--- src/rtl/riscos_loader.sv ---
// riscos_loader: zero-fills SDRAM on a RISC OS download, then packs 16-bit ioctl halfwords into 32-bit wishbone writes at ROM_BASE.
// Latency: a bus request rises one cycle after the decision; ioctl_wait clears the cycle after the final ack of a sequence.
// Backpressure: ioctl_wait stalls the HPS while any write is outstanding; halfwords arriving under ioctl_wait are dropped and flag overrun.
module riscos_loader #(
  parameter int          ERASE_WORDS = 1 << 20,
  parameter logic [23:0] ROM_BASE    = 24'h100000
) (
  input  logic        clk_sys,
  input  logic        reset_n,
  input  logic        dl_active,
  input  logic        ioctl_wr,
  input  logic [24:0] ioctl_addr,
  input  logic [15:0] ioctl_dout,
  output logic        ioctl_wait,
  output logic        wb_cyc,
  output logic        wb_stb,
  output logic        wb_we,
  output logic [3:0]  wb_sel,
  output logic [23:0] wb_adr,
  output logic [31:0] wb_dat,
  input  logic        wb_ack,
  output logic        busy,
  output logic        done,
  output logic        overrun
);

  typedef enum logic [2:0] {IDLE, ERASE, LOAD, WRITE, FLUSH, FINISH} state_t;

  // One wishbone write: word address, byte enables, data.
  typedef struct packed {
    logic [23:0] adr;
    logic [3:0]  sel;
    logic [31:0] dat;
  } req_t;

  localparam logic [23:0] ERASE_LAST = 24'(ERASE_WORDS - 1);

  state_t      state, state_nxt;
  logic        dl_prev;
  logic        stb;
  req_t        bus;
  logic        pend_vld;
  req_t        pend;
  logic        lat_vld;
  logic [23:0] lat_word;
  logic [15:0] lat_half;
  logic [23:0] cnt;
  logic        wait_q;
  logic        overrun_q;

  // Shared decodes
  logic        rise, ack_ev, wr_ok, wr_hi, lat_hit, erase_last;
  logic [23:0] wr_word;
  req_t        lat_req, hi_req;
  logic        unused_addr_lsb;

  // Actions decided this cycle, applied by the datapath register
  logic        issue;
  req_t        issue_req;
  logic        pend_load, pend_clr, lat_load, lat_clr;
  logic        cnt_clr, cnt_inc, wait_set, wait_clr;

  // Byte address bit 0 is always zero for halfword transfers.
  assign unused_addr_lsb = ioctl_addr[0];

  assign rise       = dl_active & ~dl_prev;
  assign ack_ev     = stb & wb_ack;
  assign wr_ok      = ioctl_wr & ~wait_q;
  assign wr_hi      = ioctl_addr[1];
  assign wr_word    = ROM_BASE + {1'b0, ioctl_addr[24:2]};
  assign lat_hit    = lat_vld && (lat_word == wr_word);
  assign erase_last = (cnt == ERASE_LAST);
  assign lat_req    = '{adr: lat_word, sel: 4'b0011, dat: {lat_half, lat_half}};
  assign hi_req     = '{adr: wr_word, sel: 4'b1100, dat: {ioctl_dout, ioctl_dout}};

  assign wb_cyc     = stb;
  assign wb_stb     = stb;
  assign wb_we      = stb;
  assign wb_adr     = bus.adr;
  assign wb_sel     = bus.sel;
  assign wb_dat     = bus.dat;
  assign ioctl_wait = wait_q;
  assign overrun    = overrun_q;

  // State register
  always_ff @(posedge clk_sys or negedge reset_n) begin
    if (!reset_n) state <= IDLE;
    else          state <= state_nxt;
  end

  // Next-state: a cycle in flight is never abandoned, transitions wait for its ack
  always_comb begin
    state_nxt = state;
    case (state)
      IDLE:   if (rise) state_nxt = ERASE;
      ERASE: begin
        if (ack_ev) begin
          if (!dl_active)      state_nxt = IDLE;
          else if (erase_last) state_nxt = LOAD;
        end else if (!stb && !dl_active) begin
          state_nxt = IDLE;
        end
      end
      LOAD: begin
        if (!dl_active)                   state_nxt = FLUSH;
        else if (wr_ok && (lat_vld || wr_hi)) state_nxt = WRITE;
      end
      WRITE:  if (ack_ev && !pend_vld) state_nxt = dl_active ? LOAD : FLUSH;
      FLUSH:  if (ack_ev || (!stb && !lat_vld)) state_nxt = FINISH;
      FINISH: state_nxt = IDLE;
      default: state_nxt = IDLE;
    endcase
  end

  // Output decode: status flags and the datapath actions for this cycle
  always_comb begin
    busy      = (state != IDLE);
    done      = (state == FINISH);
    issue     = 1'b0;
    issue_req = '0;
    pend_load = 1'b0;
    pend_clr  = 1'b0;
    lat_load  = 1'b0;
    lat_clr   = 1'b0;
    cnt_clr   = 1'b0;
    cnt_inc   = 1'b0;
    wait_set  = 1'b0;
    wait_clr  = 1'b0;
    case (state)
      IDLE: begin
        if (rise) begin
          issue     = 1'b1;
          issue_req = '{adr: 24'd0, sel: 4'hF, dat: 32'd0};
          cnt_clr   = 1'b1;
          lat_clr   = 1'b1;
          pend_clr  = 1'b1;
          wait_set  = 1'b1;
        end
      end
      ERASE: begin
        if (ack_ev) begin
          cnt_inc = 1'b1;
          if (!dl_active || erase_last) wait_clr = 1'b1;
        end else if (!stb) begin
          if (dl_active) begin
            issue     = 1'b1;
            issue_req = '{adr: cnt, sel: 4'hF, dat: 32'd0};
          end else begin
            wait_clr = 1'b1;
          end
        end
      end
      LOAD: begin
        if (dl_active && wr_ok) begin
          if (!wr_hi) begin
            // Low half: flush any older half first, then hold the new one.
            if (lat_vld) begin
              issue     = 1'b1;
              issue_req = lat_req;
              wait_set  = 1'b1;
            end
            lat_load = 1'b1;
          end else if (lat_hit) begin
            issue     = 1'b1;
            issue_req = '{adr: wr_word, sel: 4'hF, dat: {ioctl_dout, lat_half}};
            lat_clr   = 1'b1;
            wait_set  = 1'b1;
          end else begin
            // Unpaired high half: stale low half goes out first, high half queued behind it.
            issue    = 1'b1;
            wait_set = 1'b1;
            if (lat_vld) begin
              issue_req = lat_req;
              pend_load = 1'b1;
              lat_clr   = 1'b1;
            end else begin
              issue_req = hi_req;
            end
          end
        end
      end
      WRITE: begin
        if (!stb && pend_vld) begin
          issue     = 1'b1;
          issue_req = pend;
          pend_clr  = 1'b1;
        end else if (ack_ev && !pend_vld && dl_active) begin
          wait_clr = 1'b1;
        end
      end
      FLUSH: begin
        if (!stb && lat_vld) begin
          issue     = 1'b1;
          issue_req = lat_req;
          lat_clr   = 1'b1;
        end
      end
      FINISH: wait_clr = 1'b1;
      default: ;
    endcase
  end

  // Datapath: bus request, second-write queue, halfword latch, erase counter, handshake flags
  always_ff @(posedge clk_sys or negedge reset_n) begin
    if (!reset_n) begin
      dl_prev   <= 1'b0;
      stb       <= 1'b0;
      bus       <= '0;
      pend_vld  <= 1'b0;
      pend      <= '0;
      lat_vld   <= 1'b0;
      lat_word  <= '0;
      lat_half  <= '0;
      cnt       <= '0;
      wait_q    <= 1'b0;
      overrun_q <= 1'b0;
    end else begin
      dl_prev <= dl_active;

      if (issue) begin
        stb <= 1'b1;
        bus <= issue_req;
      end else if (ack_ev) begin
        stb <= 1'b0;
      end

      if (pend_load) begin
        pend_vld <= 1'b1;
        pend     <= hi_req;
      end else if (pend_clr) begin
        pend_vld <= 1'b0;
      end

      if (lat_load) begin
        lat_vld  <= 1'b1;
        lat_word <= wr_word;
        lat_half <= ioctl_dout;
      end else if (lat_clr) begin
        lat_vld <= 1'b0;
      end

      if (cnt_clr)      cnt <= '0;
      else if (cnt_inc) cnt <= cnt + 24'd1;

      if (wait_set)      wait_q <= 1'b1;
      else if (wait_clr) wait_q <= 1'b0;

      if (rise)                   overrun_q <= 1'b0;
      else if (ioctl_wr && wait_q) overrun_q <= 1'b1;
    end
  end

endmodule

--- config.mk ---
export PLATFORM = sky130hd
export DESIGN_NAME = riscos_loader
export DESIGN_NICKNAME = d
export VERILOG_FILES = /design/src/rtl/riscos_loader.sv
export SDC_FILE = /design/constraint.sdc
export NUM_CORES = 1
export LEC_CHECK = 0
export BUFFER_PORTS_ARGS = -buffer_cell sky130_fd_sc_hd__buf_4
export CAP_MARGIN = 20
export CORE_MARGIN = 1
export CORE_UTILIZATION = 45
export DETAILED_ROUTE_END_ITERATION = 12
export PLACE_DENSITY = 0.7
export SETUP_SLACK_MARGIN = 0.2
export SYNTH_ARGS = -nofsm -noshare
export SYNTH_HDL_FRONTEND = slang
export SYNTH_SLANG_ARGS = --single-unit
--- constraint.sdc ---
create_clock -name clk_sys -period 2.5 [get_ports clk_sys]
set_input_delay 0 -clock clk_sys [delete_from_list [all_inputs] [get_ports clk_sys]]
set_output_delay 0 -clock clk_sys [all_outputs]
set_load 0.01 [all_outputs]
Word level (Yosys, flattened, before mapping)
Index checks and enable logic that the tools add are counted.
{ "word_totals": {"register_bits": 190, "latch_bits": 0, "ram_bits": 0, "romBits": 0, "out_inout_bits": 67, "wordCells": 130, "memories": 0} }
{ "classes": {"add_sub_neg": 2, "mul": 0, "div_mod_pow": 0, "n_lt_le_gt_ge": 0, "eq_ne": 13, "shift": 0, "muxes": 68, "bitwise_logic": 5, "n_reduce_logical": 26} }
{ "ops": {"columns": ["operator", "count"], "rows": [
  ["$mux W60", 10],
  ["$pmux W60 S5", 1],
  ["$mux W24", 2],
  ["$mux W1", 38],
  ["$mux W36", 1],
  ["$mux W3", 10],
  ["$add A21 B23 Y24 const A", 1],
  ["$add A24 B1 Y24 const B", 1],
  ["$eq A24 B20 Y1 const B", 1],
  ["$eq A24 B24 Y1", 1],
  ["$pmux W3 S5", 1],
  ["$reduce_bool A2 Y1", 6],
  ["$logic_and A1 B1 Y1", 10],
  ["$eq A3 B2 Y1 const B", 2],
  ["$eq A3 B3 Y1 const B", 2],
  ["$ne A2 B2 Y1 const B", 3],
  ["$ne A3 B3 Y1 const B", 2],
  ["$pmux W1 S3", 2],
  ["$reduce_and A6 Y1", 1],
  ["$pmux W1 S5", 1],
  ["$logic_not A1 Y1", 4],
  ["$ne A4 B4 Y1 const B", 1],
  ["$pmux W1 S2", 2],
  ["$and A1 B1 Y1", 3],
  ["other kinds (5)", 8]
]} }

Depth between registers and ports, before layout
Gate-level depths: netlist of the first run.
{ "logic_depth": {"word_depth": 9, "depth_mapped": 10, "mapped_depth_nobuf": 7} }

Worst setup path after synthesis of the first run
No wires, ideal clock.
{ "synth_timing": {"path_type": "reg-to-reg", "start": "register lat_word[22]", "end": "register bus, in the netlist wb_adr[3]", "arrival_ns": 2.017, "required_ns": 2.374, "slack_ns": 0.357, "path_stages_with_launch": 7, "path_buffers": 1, "cell_sequence": "dfrtp_1 > xor2_1 > or3_4 > a2111oi_4 > a21oi_2 > buf_6 > a311o_1"} }
{ "synth_via": {"elab_chain_len": 6} }
{ "synth_lines": {"columns": ["element", "line", "text"], "rows": [
  ["start, declared", "45", "logic [23:0] lat_word;"],
  ["start signal, assigned", "236", "lat_word <= wr_word;"],
  ["$eq A24 B24 Y1", "71", "assign lat_hit = lat_vld && (lat_word == wr_word);"],
  ["$logic_and A1 B1 Y1", "71", null],
  ["$mux W60", "163", "end else if (lat_hit) begin"],
  ["$mux W60", "155", "if (!wr_hi) begin"],
  ["$mux W60", "154", "if (dl_active && wr_ok) begin"],
  ["$pmux W60 S5", "129", "case (state)"],
  ["end signal, assigned", "222", "bus <= issue_req;"],
  ["end, declared", "41", "req_t bus;"]
]} }
No other way between the ends.
A chain may end at the register's enable or synchronous reset.

Final worst setup path of the first run
{ "layout_timing": {"start": "register state[0]", "end": "register pend[57] (netlist name)"} }
{ "layout_via": {"elab_chain_len": 2} }
{ "layout_lines": {"columns": ["element", "line", "text"], "rows": [
  ["start, declared", "38", "state_t state, state_nxt;"],
  ["start signal, assigned", "88", "else state <= state_nxt;"],
  ["$eq A3 B2 Y1", "129", null],
  ["$mux W1", "129", null],
  ["end signal, assigned", "229", "pend <= hi_req;"],
  ["end, declared", "43", "req_t pend;"]
]} }
No other way between the ends.

==> results of run 1 <==
## worst max path at each step
stage	cells past startpoint	to	start	slack [ns]
2_1_floorplan	6	wb_adr[3]$_DFFE_PN0P_	lat_word[22]$_DFFE_PN0P_	0.36
3_3_place_gp	6	ioctl_wait$_DFFE_PN0P_	cnt[20]$_DFFE_PN0P_	0.29
3_5_place_dp	6	wb_adr[16]$_DFFE_PN0P_	lat_word[22]$_DFFE_PN0P_	0.30
4_1_cts	6	wb_adr[16]$_DFFE_PN0P_	lat_word[22]$_DFFE_PN0P_	0.28
5_1_grt	6	pend[38]$_DFFE_PN0P_	state[0]$_DFFE_PN0P_	0.15
6_report	6	pend[57]$_DFFE_PN0P_	state[0]$_DFFE_PN0P_	0.28
## power by group
part | total [mW] | internal [mW] | switching (mW)
clock network | 2.56 | 1.38 | 1.17
registers | 4.05 | 3.49 | 0.564
logic | 3.96 | 1.94 | 2.02
total | 10.6 | 6.81 | 3.75
## metal layers
| layer | up-vias | global-route usage, % |
|---|---|---|
| met5 | - | 0 |
| met1 | 3781 | 32.4 |
| met3 | 36 | 5.03 |
| li1 | 3496 | - |
| met2 | 298 | 39.7 |
| met4 | 0 | 7.41 |
## worst min-delay path, delay by kind of cell
kind	cells	cell delay [ns]
AO/OA/AOI/OAI	1	0.10
buffers and inverters	2	0.30
## area by class of cell
cell class / instances / area share [%]
Clock buffer: 17 / 3.79
Clock inverter: 15 / 1.22
Inverter: 5 / 0.167
Multi-Input combinational cell: 628 / 38.5
Sequential cell: 172 / 38.3
Tap cell: 265 / 2.95
Timing Repair Buffer: 190 / 15.0
## stage by stage
step	cell area (sq um)	hold WS, ns
2_1_floorplan	8930	-0.296
3_3_place_gp	10200	0.0306
3_5_place_dp	10200	0.0293
4_1_cts	11200	0.00215
5_1_grt	11200	0.0522
6_report	11200	0.0150
## cells in the final DEF (no fill, tap or decap), types with 4 or more instances in the layout
cell type | netlist | routed
a21boi_0 | 4 | 4
a21o_1 | 14 | 14
a21oi_1 | 74 | 73
a222oi_1 | 27 | 27
a22oi_1 | 14 | 14
a311o_1 | 21 | 21
a31oi_1 | 13 | 13
and3_1 | 13 | 13
and4_1 | 5 | 5
buf_12 | 0 | 11
buf_4 | 6 | 136
clkbuf_16 | 0 | 18
dfrtp_1 | 172 | 172
dlygate4sd3_1 | 0 | 41
inv_1 | 5 | 5
inv_6 | 0 | 5
mux2_2 | 78 | 78
nand2_1 | 66 | 66
nand2b_1 | 18 | 18
nand3_1 | 21 | 21
nand3b_1 | 4 | 4
nand4_1 | 14 | 14
nor2_1 | 105 | 102
nor3_1 | 5 | 5
o21ai_0 | 24 | 24
o2bb2ai_1 | 12 | 12
o32ai_1 | 4 | 4
xnor2_1 | 24 | 24
xor2_1 | 22 | 22
## what timing repair did
item / 4_1_cts / 5_1_grt
resized for setup: 0 / 5
hold endpoints to repair: 187 / 0
endpoints found under the setup margin: 0 / 48
hold buffers: 41 / 0
## flip-flops by register name (all words and copies together), names as in the netlist, 2 cells and up
| signal | count |
|---|---|
| lat_word | 24 |
| state | 3 |
| wb_adr | 24 |
| pend | 41 |
| lat_half | 16 |
| wb_sel | 2 |
| wb_dat | 32 |
| cnt | 24 |
## cells by family after synthesis
logic type,count (synthesis)
compound gates,224
xor+xnor,46
fa+ha+maj,2
buf+inv,73
flops,172
mux,81
simple gates,275
==> metrics.yaml, run 1 <==
route:
  ant_nets: 0
  top_layer: "met4"
  drt_iter0_drc: 612
  wl_met2_um: 11700
  drt_wl_total_um: 24200
  wl_met1_um: 10600
  via_per_inst: 5.89
  vias: 7611
  first_pass_iters: 6
  wl_met3_um: 1440
  drc: 0
  wl_per_cell_um: 18.8
yosys:
  ys_ff_latch: 172
  synth_cell_types: 60
  yosysMostFrequentCell: "dfrtp_1"
  synth_fa_ha_area_share_pct: 0.280
  yosysTopAreaCell: "dfrtp_1"
  synth_top_family_by_area: "compound AO/OA/AOI/OAI gates"
  syn_area_sq_um: 8930
  synth_xor_area_share_pct: 4.51
  async_flop_share_pct: 100
  netlist_top_cells_count: "dfrtp_1, nor2_1, mux2_2"
  synthTopCellsByArea: "dfrtp_1, mux2_2, nor2_1"
  syn_nets: 921
  muxShareOfSynthArea_pct: 10.2
  yosysWarnings: 0
  ys_seq_area_share_pct: 48.2
  synthFlopType: "dfrtp_1"
  synth_top_area_share_pct: 48.2
  synth_compound_area_share_pct: 17.9
  yosys.area_share.simple_pct: 14.9
  syn_area_per_cell_sq_um: 10.2
  syn_inst: 873
  synth_edf_count: 0
floorplanning:
  dieArea_sq_um: 20400
  chipHeight_um: 143
  start_util_pct: 45.9
  core-area_sq_um: 19500
  num_rows: 51
  fp.dieW_um: 143
  ios: 113
clock_network:
  cts_inserted_buffers: 17
  cts_root_buf: "clkbuf_16"
  clk_latency_ns: 0.44
  clk_pin_slew_worst_paths_ns: 0.07
  cts_tree: "yes"
  htreeDepth: 4
  cts_max_path_buffers: 2
  cts_setup_buffers: 0
  cts.sinks: 172
min_path:
  min_from: "ioctl_addr[1]"
  hold-path-cell-count: 3
  holdPathEnd: "wb_sel[2]$_DFFE_PN0P_"
  hold_class: "in2reg"
power:
  p_leak_nw: 5.03
  total_power_mw: 10.6
  cellPowerDensity_nw_per_um2: 940
  ir_drop_uv: 670
critical_path:
  cp.arrival_ns: 2.53
  crit_buf_inv: 1
  r2r_end: "pend[57]$_DFFE_PN0P_"
  endpoint_kind: "register"
  worst-r2r-setup-slack_ns: 0.28
  cpLargestDelayFamily: "simple AND/OR/NAND/NOR gates"
  critPathMaxFanout: 28
  crit_chain: "nand4bb_1 > nor3_1 > nand2_1 > a21oi_4 > buf_12 > mux2_2"
  crit_required_ns: 2.82
  reg2regPathDepth: 6
  timing.rr.start: "state[0]$_DFFE_PN0P_"
  worstSetupPathType: "reg2reg"
  cp_slowest_stage_delay_ns: 0.42
  cp-start-kind: "register"
  cp_slowest_cell: "dfrtp_1"
finish:
  register_area_sq_um: 4300
  final_cells: 1292
  utilization_pct: 57.7
  fin_nets: 1062
  drive_gt1_share_pct: 27.1
  multi_input_area_sq_um: 4330
  antenna_cells: 0
  fillCellCount: 1662
  syn_to_final_growth_pct: 25.8
sta:
  rsz0062_at_grt: "true"
  setup_viol: 0
  max_freq_mhz: 451
  finalMaxSlewViolations: 0
  setup-tns-final_ns: 0
  min_period_over_period_pct: 88.7
  worst_pin_slew_ns: 0.649
  slew_headroom_pct: 56.7
  hold_viol_final: 0
  fin_ws_ns: 0.283
  fin_skew_ns: 0.00942
  fin_crit_ns: 2.22
placement:
  pre_cts_slack_ns: 0.297
  dp.cells: 1218
  port_buffers: 111
  dp_hpwl_um: 15400
  place.gp.congestion: 0.792
global_routing:
  first_global_vias: 7271
  track_usage_pct: 24.3
  grt_max_degree: 65
  antenna_found_initial: 0
  grt_pass1_wl_um: 38100
  grt_overflow_total: 0
run_status:
  outcome: "finished, final reports clean"
flow_run:
  cap_violations: 0
Note: power is estimated with default switching activity, not from simulation.
==> run 2, diff against run 1 <==
- BUFFER_PORTS_ARGS: -buffer_cell sky130_fd_sc_hd__buf_4 -> default
- DONT_BUFFER_PORTS: default -> 1
- PLACE_DENSITY: 0.7 -> 0.65
- clock period: 2.5 -> 2.8 ns (I/O delays scaled with it)
==> run 2 against run 1 <==
Against the previous run:
- the flow now finishes with violations (negative hold slack)
- first-iteration DRC count grew 9.0%
- flip-flop and latch count unchanged
- combinational power is 42% lower
- largest cell class unchanged
==> metrics.yaml, run 2 (synthesis results as in run 1) <==
run_status:
  outcome: "finished with violations"  # was finished, final reports clean
  failed_checks: "negative hold slack"
clock_network:
  cts_root_buf: "clkbuf_16"  # unchanged
  htreeDepth: 4  # unchanged
  cts_hold_buf: 43  # was 41
  cts.sinks: 172  # unchanged
  cts_inserted_buffers: 17  # unchanged
  cts_tree: "yes"  # unchanged
  clk_latency_ns: 0.43  # was 0.44 ns
  clk_pin_slew_worst_paths_ns: 0.07  # about the same
  cts_max_path_buffers: 2  # unchanged
sta:
  min_period_over_period_pct: 87.3
  max_freq_mhz: 409
  fin_crit_ns: 2.44
  rsz0062_at_grt: "true"  # unchanged
  hold_viol_final: 172  # was 0
  fin_skew_ns: 0.0151  # was 0.00942 ns
  slew_headroom_pct: 59.5  # was 56.7%
  whs_ns: -0.741  # was 0.0150 ns
  worst_pin_slew_ns: 0.604  # was 0.649 ns
  setup_viol: 0  # unchanged
  setup-tns-final_ns: 0  # unchanged
  finalMaxSlewViolations: 0  # unchanged
critical_path:
  cp.arrival_ns: 2.75  # was 2.53 ns
  startpoint: "ioctl_addr[22]"  # was state[0]$_DFFE_PN0P_
  reg2regPathDepth: 6  # unchanged
  cpLargestDelayFamily: "buffers and inverters"  # was simple AND/OR/NAND/NOR gates
  worst-r2r-setup-slack_ns: 0.37  # was 0.28 ns
  cp-endpoint: "pend[37]$_DFFE_PN0P_"  # was pend[57]$_DFFE_PN0P_
  cp_slowest_stage_delay_ns: 0.65  # was 0.42 ns
  timing.rr.start: "state[0]$_DFFE_PN0P_"  # unchanged
  crit_chain: "dlygate4sd3_1 > ha_1 > xor2_1 > or3_4 > a211oi_1 > a21oi_4 > buf_12 > mux2_2"  # was nand4bb_1 > nor3_1 > nand2_1 > a21oi_4 > buf_12 > mux2_2
  crit_required_ns: 3.11  # was 2.82 ns
  critPathMaxFanout: 28  # unchanged
  cp-start-kind: "input port"  # was register
  crit_buf_inv: 2  # was 1
  r2r_end: "pend[37]$_DFFE_PN0P_"  # was pend[57]$_DFFE_PN0P_
  worstSetupPathType: "in2reg"  # was reg2reg
  crit_cells: 8  # was 6
  endpoint_kind: "register"  # unchanged
  cp_slowest_cell: "dlygate4sd3_1"  # was dfrtp_1
min_path:
  hold_class: "in2async"  # was in2reg
route:
  first_pass_iters: 8  # was 6
  drt_wl_total_um: 23700  # was 24200 um
  drt_iter0_drc: 667  # was 612
  drc: 0  # unchanged
  ant_nets: 0  # unchanged
  via_per_inst: 5.94  # was 5.89
  vias: 6984  # was 7611
  wl_per_cell_um: 20.2  # was 18.8 um
placement:
  place.gp.congestion: 0.798  # was 0.792
  dpl_cell_area_sq_um: 9240  # was 10200 sq um
  dp_hpwl_um: 14700  # was 15400 um
  port_buffers: 0  # was 111
global_routing:
  grt_overflow_total: 0  # unchanged
  grt_max_degree: 173  # was 65
  track_usage_pct: 24.4  # was 24.3%
  grt_pass1_wl_um: 38400  # was 38100 um
  first_global_vias: 7040  # was 7271
  antenna_found_initial: 0  # unchanged
power:
  cellPowerDensity_nw_per_um2: 834  # was 940 nW/um^2
  p_leak_nw: 4.43  # was 5.03 nW
  ir_drop_uv: 423  # was 670 uV
floorplanning:
  chipHeight_um: 143  # unchanged
  ios: 113  # unchanged
  start_util_pct: 45.9  # unchanged
  core-area_sq_um: 19500  # unchanged
  fp.dieW_um: 143  # unchanged
  dieArea_sq_um: 20400  # unchanged
  num_rows: 51  # unchanged
finish:
  utilization_pct: 52.6  # was 57.7%
  drive_gt1_share_pct: 16.7  # was 27.1%
  multi_input_area_sq_um: 4310  # was 4330 sq um
  largest_reg_flops: 41  # unchanged
  register_area_sq_um: 4310  # was 4300 sq um
  largest-register: "pend"  # unchanged
  layout_common_cells: "dfrtp_1, nor2_1, mux2_2, a21oi_1, nand2_1"  # was dfrtp_1, buf_4, nor2_1, mux2_2, a21oi_1
  syn_to_final_growth_pct: 14.6  # was 25.8%
  fin_area_sq_um: 10200  # was 11200 sq um
  fillCellCount: 1783  # was 1662
  mostFrequentLayoutCell: "dfrtp_1"  # unchanged
  fin_nets: 945  # was 1062
  antenna_cells: 0  # unchanged
flow_run:
  cap_violations: 0  # unchanged
-- run 2: metrics by stage --
| stage | std cells | hold slack (ns) | setup slack (ns) | power, mW |
|---|---|---|---|---|
| floorplan | 873 | -0.296 | 0.657 | 5.64 |
| global route | 1175 | -0.753 | 0.196 | 9.08 |
| CTS | 1175 | -0.749 | 0.368 | 8.59 |
| global placement | 1100 | -0.288 | 0.393 | 6.13 |
| detailed placement | 1100 | -0.288 | 0.391 | 6.19 |
| finish | 1175 | -0.741 | 0.357 | 8.54 |
-- run 2: per-layer routing --
| metal | vias to the layer above | part of all wire [%] | GRT usage (%) |
|---|---|---|---|
| met3 | 27 | 7.8 | 5.94 |
| met2 | 232 | 48 | 39.9 |
| li1 | 3249 | - | - |
| met4 | 0 | 1.9 | 7.98 |
| met1 | 3476 | 42 | 31.6 |
| met5 | - | 0 | 0 |
-- run 2: how the worst min path moves through the flow --
stage,from,end,depth (start not counted)
detailed placement,reset_n,lat_half[10]$_DFFE_PN0P_,0
CTS,reset_n,lat_half[10]$_DFFE_PN0P_,0
global route,reset_n,pend[26]$_DFFE_PN0P_,0
floorplan,reset_n,cnt[0]$_DFFE_PN0P_,0
global placement,reset_n,wb_dat[10]$_DFFE_PN0P_,0
finish,reset_n,wb_sel[1]$_DFFE_PN0P_,0
-- run 2: final cells by class --
type	count	share of cell area, %
clock buffer	27	5.01
clock inverter	5	0.550
inverter	5	0.183
multi-input combinational	628	42.1
sequential	172	42.0
tap	265	3.24
timing repair buffer	73	6.89
-- run 2: repair_timing --
item / in CTS / in global routing
endpoints found under the setup margin: 0 / 3
endpoints found under the hold margin: 314 / 172
buffers inserted: 0 / 0
resized for setup: 0 / 2
-- run 2: worst register-to-register path, cell delays in order, from the launching register on --
cell	delay, ns
dfrtp_1	0.51
nand4bb_1	0.42
nor3_1	0.28
nand2_1	0.14
a21oi_4	0.32
buf_12	0.26
mux2_2	0.37
-- run 2: power breakdown --
part           switching, mW  total (mW)  internal (mW)
Sequential             0.800        3.91           3.11
Combinational           1.25        2.31           1.06
Clock                  0.977        2.32           1.34
